`src/rtl/relax_pkg.sv`:
```
// Shared types and defaults for the edge-relaxation controller.
// Optional build macro: RELAX_INF_SAT_EN (all-ones distance = infinity).
package relax_pkg;

  localparam int ADDR_W_DEF = 13;
  localparam int DATA_W_DEF = 128;
  localparam int DIST_W_DEF = 16;

  localparam logic [DIST_W_DEF-1:0] DIST_INF = '1;

  typedef enum logic [1:0] {
    ST_IDLE  = 2'd0,
    ST_RUN   = 2'd1,
    ST_DRAIN = 2'd2,
    ST_DONE  = 2'd3
  } state_e;

endpackage

```
`src/rtl/relax_alu.sv`:
```
// Forwarding mux, candidate add and relax compare for stage 1.
// RELAX_INF_SAT_EN selects infinity-aware saturating arithmetic.
module relax_alu
  import relax_pkg::*;
#(
  parameter int ADDR_W = ADDR_W_DEF,
  parameter int DATA_W = DATA_W_DEF,
  parameter int DIST_W = DIST_W_DEF
) (
  input  logic [ADDR_W-1:0] src_addr_i,
  input  logic [ADDR_W-1:0] dst_addr_i,
  input  logic [DIST_W-1:0] src_dist_i,
  input  logic [DATA_W-1:0] dst_word_i,
  input  logic [DIST_W-1:0] wt_i,
  input  logic              fwd_we_i,
  input  logic [ADDR_W-1:0] fwd_addr_i,
  input  logic [DATA_W-1:0] fwd_word_i,
  output logic              relax_o,
  output logic [DATA_W-1:0] wdata_o
);

  logic [DIST_W-1:0] src_dist;
  logic [DIST_W-1:0] dst_dist;
  logic [DIST_W-1:0] cand;
  logic [DATA_W-1:0] dst_word;
  logic [DIST_W:0]   sum;

  // The stage-2 write has not reached the SRAM yet, so bypass it here
  always_comb begin
    src_dist = src_dist_i;
    dst_word = dst_word_i;
    if (fwd_we_i && (fwd_addr_i == src_addr_i))
      src_dist = fwd_word_i[DIST_W-1:0];
    if (fwd_we_i && (fwd_addr_i == dst_addr_i))
      dst_word = fwd_word_i;
  end

  assign dst_dist = dst_word[DIST_W-1:0];
  assign sum      = {1'b0, src_dist} + {1'b0, wt_i};

`ifdef RELAX_INF_SAT_EN
  localparam logic [DIST_W-1:0] INF = {DIST_W{1'b1}};
  localparam logic [DIST_W-1:0] SAT = {INF[DIST_W-1:1], 1'b0};

  assign cand    = (sum >= {1'b0, INF}) ? SAT : sum[DIST_W-1:0];
  assign relax_o = (src_dist != INF) && (cand < dst_dist);
`else
  assign cand    = sum[DIST_W-1:0];
  assign relax_o = sum < {1'b0, dst_dist};
`endif

  assign wdata_o = {dst_word[DATA_W-1:DIST_W], cand};

endmodule

```
`src/rtl/relax_ctrl.sv`:
```
// Single-pass edge relaxation controller: FSM plus two-stage pipeline.
// Optional build macro: RELAX_INF_SAT_EN (see relax_alu).
module relax_ctrl
  import relax_pkg::*;
#(
  parameter int ADDR_W = ADDR_W_DEF,
  parameter int DATA_W = DATA_W_DEF,
  parameter int DIST_W = DIST_W_DEF
) (
  input  logic              clock,
  input  logic              reset,
  input  logic              start,
  input  logic              edge_valid,
  output logic              edge_ready,
  input  logic [ADDR_W-1:0] edge_src,
  input  logic [ADDR_W-1:0] edge_dst,
  input  logic [DIST_W-1:0] edge_wt,
  input  logic              edge_last,
  output logic [ADDR_W-1:0] ReadAddress1,
  output logic [ADDR_W-1:0] ReadAddress2,
  input  logic [DATA_W-1:0] ReadBus1,
  input  logic [DATA_W-1:0] ReadBus2,
  output logic              WE,
  output logic [ADDR_W-1:0] WriteAddress,
  output logic [DATA_W-1:0] WriteBus,
  output logic              busy,
  output logic              done,
  output logic              changed,
  output logic [ADDR_W:0]   update_count
);

  state_e state_q, state_d;

  logic              s1_valid_q;
  logic [ADDR_W-1:0] ra1_q, ra2_q;
  logic [DIST_W-1:0] wt_q;
  logic              we_q;
  logic [ADDR_W-1:0] wa_q;
  logic [DATA_W-1:0] wb_q;
  logic              changed_q, changed_d;
  logic [ADDR_W:0]   cnt_q, cnt_d;

  logic              fire;
  logic              start_acc;
  logic              relax;
  logic              relax_fire;
  logic [DATA_W-1:0] wdata;
  logic              unused_rb1;

  assign unused_rb1 = ^ReadBus1[DATA_W-1:DIST_W];

  assign edge_ready = (state_q == ST_RUN);
  assign fire       = edge_valid && edge_ready;
  assign start_acc  = (state_q == ST_IDLE) && start;
  assign relax_fire = s1_valid_q && relax;

  relax_alu #(
    .ADDR_W(ADDR_W),
    .DATA_W(DATA_W),
    .DIST_W(DIST_W)
  ) u_alu (
    .src_addr_i(ra1_q),
    .dst_addr_i(ra2_q),
    .src_dist_i(ReadBus1[DIST_W-1:0]),
    .dst_word_i(ReadBus2),
    .wt_i      (wt_q),
    .fwd_we_i  (we_q),
    .fwd_addr_i(wa_q),
    .fwd_word_i(wb_q),
    .relax_o   (relax),
    .wdata_o   (wdata)
  );

  // DRAIN admits no edges, so stage 1 is empty after exactly one cycle
  always_comb begin
    state_d = state_q;
    unique case (state_q)
      ST_IDLE:  if (start) state_d = ST_RUN;
      ST_RUN:   if (fire && edge_last) state_d = ST_DRAIN;
      ST_DRAIN: state_d = ST_DONE;
      ST_DONE:  state_d = ST_IDLE;
      default:  state_d = ST_IDLE;
    endcase
  end

  always_comb begin
    changed_d = changed_q;
    cnt_d     = cnt_q;
    if (start_acc) begin
      changed_d = 1'b0;
      cnt_d     = '0;
    end else if (relax_fire) begin
      changed_d = 1'b1;
      if (cnt_q != '1) cnt_d = cnt_q + 1'b1;
    end
  end

  always_ff @(posedge clock) begin
    if (reset) begin
      state_q    <= ST_IDLE;
      s1_valid_q <= 1'b0;
      ra1_q      <= '0;
      ra2_q      <= '0;
      wt_q       <= '0;
      we_q       <= 1'b0;
      wa_q       <= '0;
      wb_q       <= '0;
      changed_q  <= 1'b0;
      cnt_q      <= '0;
    end else begin
      state_q    <= state_d;
      s1_valid_q <= fire;
      if (fire) begin
        ra1_q <= edge_src;
        ra2_q <= edge_dst;
        wt_q  <= edge_wt;
      end
      we_q <= relax_fire;
      if (relax_fire) begin
        wa_q <= ra2_q;
        wb_q <= wdata;
      end
      changed_q <= changed_d;
      cnt_q     <= cnt_d;
    end
  end

  assign ReadAddress1 = ra1_q;
  assign ReadAddress2 = ra2_q;
  assign WE           = we_q;
  assign WriteAddress = wa_q;
  assign WriteBus     = wb_q;
  assign busy         = (state_q != ST_IDLE);
  assign done         = (state_q == ST_DONE);
  assign changed      = changed_q;
  assign update_count = cnt_q;

endmodule
```
`config.mk`:
```
export PLATFORM = sky130hd
export DESIGN_NAME = relax_ctrl
export DESIGN_NICKNAME = d
export VERILOG_FILES = /design/src/rtl/relax_pkg.sv /design/src/rtl/relax_alu.sv /design/src/rtl/relax_ctrl.sv
export SDC_FILE = /design/constraint.sdc
export NUM_CORES = 1
export LEC_CHECK = 0
export CAP_MARGIN = 20
export CORE_AREA = 2 2 188 190
export CTS_CLUSTER_DIAMETER = 150
export DETAILED_ROUTE_END_ITERATION = 6
export DIE_AREA = 0 0 190 192
export SYNTH_ARGS = -nofsm -noshare
export SYNTH_HDL_FRONTEND = slang
export SYNTH_SLANG_ARGS = --single-unit
```
`constraint.sdc`:
```
create_clock -name clock -period 5.6 [get_ports clock]
set_input_delay 1.12 -clock clock [delete_from_list [all_inputs] [get_ports clock]]
set_output_delay 1.12 -clock clock [all_outputs]
set_load 0.02 [all_outputs]
```
== Word level (Yosys, flattened, before mapping) ==
Index checks and enable logic that the tools add are counted.

* Register bits: 202
* Input port bits: 303
* Word-level logic and storage cells: 40

* $add $sub $neg: 2
* Order comparisons: 1
* Eq/ne operators: 8
* Multiplexer cells: 5
* Bitwise gates (word level): 1
* Reductions and logical operators: 12

{| class="wikitable"
|+ Operator list
! cell !! count
|-
| two-way mux 16 bit || 2
|-
| == test 13 bit || 2
|-
| adder 16 x 16 -> 17 bit || 1
|-
| less-than comparator 17 x 16 -> 1 bit || 1
|-
| adder 14 x 1 -> 14 bit (second input constant) || 1
|-
| != test 14 bit (second input constant) || 1
|-
| case mux 2 bit (4 select lines) || 1
|-
| logical AND 1 bit || 6
|-
| AND reduction 2 bit || 3
|-
| == test 2 bit (second input constant) || 2
|-
| two-way mux 2 bit || 2
|-
| == test 2 x 1 -> 1 bit (second input constant) || 1
|-
| logical NOT 2 bit || 1
|-
| != test 2 x 1 -> 1 bit (second input constant) || 1
|-
| != test 2 bit (second input constant) || 1
|-
| nonzero test 2 bit || 1
|-
| OR reduction 2 bit || 1
|-
| NOT 1 bit || 1
|}

== Longest topological paths before layout ==
* Depth in word-level cells: 7
* Mapped depth: 27
* Depth with buffers taken out: 24

== Hierarchy ==
A second synthesis with hierarchy kept.

* Cell total of the unflattened synthesis: 1261
* Area, all modules: 10297.4 sq um

{| class="wikitable"
|+ Modules (own cells, without submodules)
! module !! times used !! cells an instance !! area an instance (sq um) !! seq. area each (sq um)
|-
| relax_ctrl || 1 || 912 || 7201.9 || 4043.9
|-
| relax_alu || 1 || 349 || 3095.5 || 0.0
|}

== Worst setup path before layout ==
Ideal clock, no wire load.

* Kind: register -> register
* Start point: register wa_q[10] (netlist: WriteAddress[10])
* End point: register wb_q[100] (netlist: WriteBus[100])
* Library setup time: 70 ps
* Arrival time: 6183 ps
* Required time: 5530 ps
* Path slack: -654 ps
* Cell stages (with the launch flop): 24
* Path buffers: 3
* Cell sequence: dfxtp_1 -> xor2_1 -> nor4_1 -> nand3_1 -> nor3_1 -> clkbuf_1 -> mux2_2 -> ha_1 -> a21o_1 -> or3_1 -> o21a_1 -> o41ai_1 -> or4b_1 -> o211ai_1 -> ha_1 -> and3_1 -> a221oi_1 -> nand2b_1 -> a211o_1 -> a211oi_2 -> buf_2 -> buf_4 -> nand2_1 -> a21oi_1

* Word-level cells in the longest chain between the ends: 7

{| class="wikitable"
|+ Ends and longest elaborated chain
! item !! line !! text
|-
| start: declaration || relax_ctrl.sv:38 || <nowiki>logic [ADDR_W-1:0] wa_q;</nowiki>
|-
| start signal: assignment || relax_ctrl.sv:120 || <nowiki>wa_q <= ra2_q;</nowiki>
|-
| == test 13 bit || relax_alu.sv:32 || <nowiki>if (fwd_we_i && (fwd_addr_i == src_addr_i))</nowiki>
|-
| logical AND 1 bit || relax_alu.sv:32 ||
|-
| two-way mux 16 bit || relax_alu.sv:32 ||
|-
| adder 16 x 16 -> 17 bit || relax_alu.sv:39 || <nowiki>assign sum = {1'b0, src_dist} + {1'b0, wt_i};</nowiki>
|-
| net u_alu.sum[13] || relax_alu.sv:26 || <nowiki>logic [DIST_W:0] sum;</nowiki>
|-
| less-than comparator 17 x 16 -> 1 bit || relax_alu.sv:49 || <nowiki>assign relax_o = sum < {1'b0, dst_dist};</nowiki>
|-
| logical AND 1 bit || relax_ctrl.sv:55 || <nowiki>assign relax_fire = s1_valid_q && relax;</nowiki>
|-
| AND reduction 2 bit (no source line) || n/a ||
|-
| end signal: assignment || relax_ctrl.sv:121 || <nowiki>wb_q <= wdata;</nowiki>
|-
| end: declaration || relax_ctrl.sv:39 || <nowiki>logic [DATA_W-1:0] wb_q;</nowiki>
|}

The timed path passes the listed nets, and every way through them passes these cells.
A chain may end at the register's enable or synchronous reset.

== Worst setup path in the final report ==
* Start point: register ra1_q[0] (netlist: ReadAddress1[0])
* End point: register cnt_q[12] (netlist: update_count[12])

* Word-level cells in the longest chain between the ends: 7

{| class="wikitable"
|+ Ends and longest elaborated chain
! item !! line !! text
|-
| start: declaration || relax_ctrl.sv:35 || <nowiki>logic [ADDR_W-1:0] ra1_q, ra2_q;</nowiki>
|-
| start signal: assignment || relax_ctrl.sv:114 || <nowiki>ra1_q <= edge_src;</nowiki>
|-
| == test 13 bit || relax_alu.sv:32 ||
|-
| logical AND 1 bit || relax_alu.sv:32 ||
|-
| two-way mux 16 bit || relax_alu.sv:32 ||
|-
| adder 16 x 16 -> 17 bit || relax_alu.sv:39 ||
|-
| net u_alu.sum[13] || relax_alu.sv:26 ||
|-
| less-than comparator 17 x 16 -> 1 bit || relax_alu.sv:49 ||
|-
| logical AND 1 bit || relax_ctrl.sv:55 ||
|-
| AND reduction 2 bit (no source line) || n/a ||
|-
| end signal: assignment || relax_ctrl.sv:124 || <nowiki>cnt_q <= cnt_d;</nowiki>
|-
| end: declaration || relax_ctrl.sv:41 || <nowiki>logic [ADDR_W:0] cnt_q, cnt_d;</nowiki>
|}

The timed path passes the listed nets, and every way through them passes these cells.

==> flow_metrics.tcl <==
set metrics [dict create \
    yosysWarnings 0 \
    synthesis.area_um2 8880 \
    crit_fanout 6 \
    ff2ff_setup_slack_ns -0.12 \
    place_area_um2 13800 \
    areaGrowthSynthToFinish_pct 77.5 \
    cts.sinks 202 \
    ctsLongestPathBuffers 3 \
    initial_core_util_pct 25.9 \
    numPortBuffers 376 \
    report.final.slew_viol_count 0 \
    htreeDepth 1 \
    synth_edf_count 0 \
    finalWirelength_um 34900 \
    core-area_um2 34300 \
    drive_gt1_share_pct 17.7 \
    ir_worst_vdd_v 0.000237 \
    tightest_slew_ns 1.02 \
    gp_congestion 0.810 \
    cts_root_buffer "clkbuf_16" \
    cts_tree "built" \
    utilization_pct 46.0 \
    die_w_um 190 \
    period_needed_ns 5.72 \
    fin_area_um2 15800 \
    dr.max_layer_used "met4" \
    p_leak_nw 5.77 \
    io_pins 489 \
    grt_usage_pct 17.7 \
    setup_violations 95 \
    status "finished, violations left" \
    drtAntennaViolNets 0 \
    cp_slowest_stage_delay_ns 0.47 \
    vias_per_cell 4.56 \
    violations "negative setup slack" \
    async_flop_share_pct 0 \
    powerDensity_nw_per_um2 345 \
    nNetsFinal 1922 \
    max-cap-violations 0 \
    antenna_found_initial 2 \
    dp.cells 1974 \
    synth_fp_nets 1463 \
    critPathTopFamily "simple AND/OR/NAND/NOR gates" \
    hpwl_um 23900 \
    power_w 0.00544 \
    timing.slew.headroom_pct 31.7 \
    drtIter0Drc 345 \
    clk_latency_ns 0.54 \
    synthFlopType "dfxtp_1" \
    clk_pin_slew_ns 0.07 \
    path_buf_inv 5 \
    grt_pass1_vias 9216 \
    yosysUniqueCellTypes 52 \
    cts_made_buffers 25 \
    synth_top_area_share_pct 45.5 \
    synth-seq-cells 202 \
    synthCells 1121 \
    criticalPathCategory "flip-flop to flip-flop" \
    wl_met1_um 13900 \
    rsz0062_at_grt "yes" \
    overflow 0 \
    synth_area_per_cell_um2 7.92 \
    num_vias 9373 \
    fin_crit_sh_pct 102 \
    synth_top_area_cell "dfxtp_1" \
    firstDrtPassIters 5 \
    yosysSeqAreaShare_pct 45.5 \
    drc 0 \
    dr_wl_met2_um 17000 \
    hold_violations 0 \
    finalClockSkew_ns 0.0218 \
    crit_slowest_cell "or4b_1" \
    wl_met3_um 3310 \
    hold_class "flip-flop to flip-flop" \
    cp-end-kind "flip-flop" \
    die_area_um2 36500 \
    grt_first_pass_wirelength_um 50800 \
    critPathRequiredTime_ns 5.99 \
    fin_cells 2056 \
    die_h_um 192 \
    fmax_mhz 175 \
    grt_start_max_net_pins 120 \
    setup_ws_ns -0.123 \
    num_rows 68 \
    start_kind "flip-flop" \
    synth_area_leaders "dfxtp_1 46%, nand2_1 16%, a21oi_1 12%" \
    whs_ns 0.453 \
    cp_data_arrival_time_ns 6.11 \
    wl_per_cell_um 17.0 \
]
worst min-delay path, stage by stage, from the launching register on:
cell and delay, ns:
dfxtp_1 0.31, nand2_1 0.05, a21oi_1 0.05
cells in the mapped netlist, drive strengths merged, types with 6 or more instances:
library cell  number
a211oi             6
and3               7
ha                38
xor2               8
nand2            385
buf               12
nor3               6
nand3              9
nand4              7
a21oi            209
o21ai             17
mux2i             18
xnor2             32
dfxtp            202
clkbuf            53
mux2              16
or3                7
inv               14
nor2              26
layout by cell type (no fill, tap or decap), types with 18 or more instances in the layout:
cell               n
clkbuf_16         32
nor2_1            26
ha_1              32
buf_12            19
xnor2_1           32
mux2i_1           18
a21oi_2           28
dfxtp_1          196
a21oi_1          180
buf_4             75
clkdlybuf4s50_1  375
nand2_1          356
per-layer routing:
metal	global-route usage, %	up-vias
met2	30.6	312
met1	20.8	4346
met5	0	-
met4	4.41	0
met3	6.38	45
li1	-	4670
logic make-up (layout without fill, tap and decap cells):
family | after synthesis | after routing | share of synthesized area, %
other | 0 | 2 | 0
adder cells (fa/ha/maj) | 39 | 39 | 5.58
buffers and inverters | 79 | 557 | 3.72
AND/OR/NAND/NOR | 466 | 466 | 21.2
flip-flops | 202 | 202 | 45.5
XOR/XNOR | 40 | 40 | 3.95
multiplexers | 34 | 34 | 4.06
AO/OA/AOI/OAI | 261 | 261 | 16.0
metrics by stage:
| step | setup TNS, ns | setup slack (ns) |
|---|---|---|
| 2_1_floorplan | 0 | 0.00545 |
| 3_3_place_gp | -54.92 | -0.433 |
| 3_5_place_dp | -61.08 | -0.488 |
| 4_1_cts | -3.72 | -0.115 |
| 5_1_grt | -49.88 | -0.407 |
| 6_report | -3.70 | -0.123 |
power by group:
| part | leakage [nW] | switching [W] | internal, W |
|---|---|---|---|
| Clock | 0.446 | 0.000672 | 0.00108 |
| Combinational | 3.69 | 0.000998 | 0.000972 |
| Sequential | 1.64 | 0.000117 | 0.00160 |
| Total | 5.77 | 0.00179 | 0.00365 |
final timing paths:
check | from | end | cells past startpoint
max reg2reg | ReadAddress1[0] | update_count[12] | 25
max | ReadAddress1[0] | update_count[12] | 25
min reg2reg | WriteBus[93] | WriteBus[93] | 2
min | WriteBus[93] | WriteBus[93] | 2
state kept, by name, summed over array words and instances, names as in the netlist, 2 cells and up:
signal / cells
WriteBus: 128
wt_q: 16
update_count: 14
ReadAddress1: 13
ReadAddress2: 13
WriteAddress: 13
state_q: 2
final cells by class:
class | count | area [µm²]
sequential | 202 | 4050
inverter | 14 | 52.6
tap | 455 | 569
clock inverter | 14 | 180
timing repair buffer | 497 | 5170
multi-input combinational | 840 | 5020
antenna | 2 | 5.00
fill | 3281 | 18500
clock buffer | 32 | 712
repair_timing:
| action | 4_1_cts | 5_1_grt |
|---|---|---|
| setup buffers | 12 | 10 |
| gates resized for setup | 40 | 98 |
| setup endpoints to repair | 156 | 156 |
| hold buffers | 0 | 0 |
| gates cloned | 4 | 9 |
| pin swaps | 13 | 46 |
Note: power is estimated with default switching activity, not from simulation.
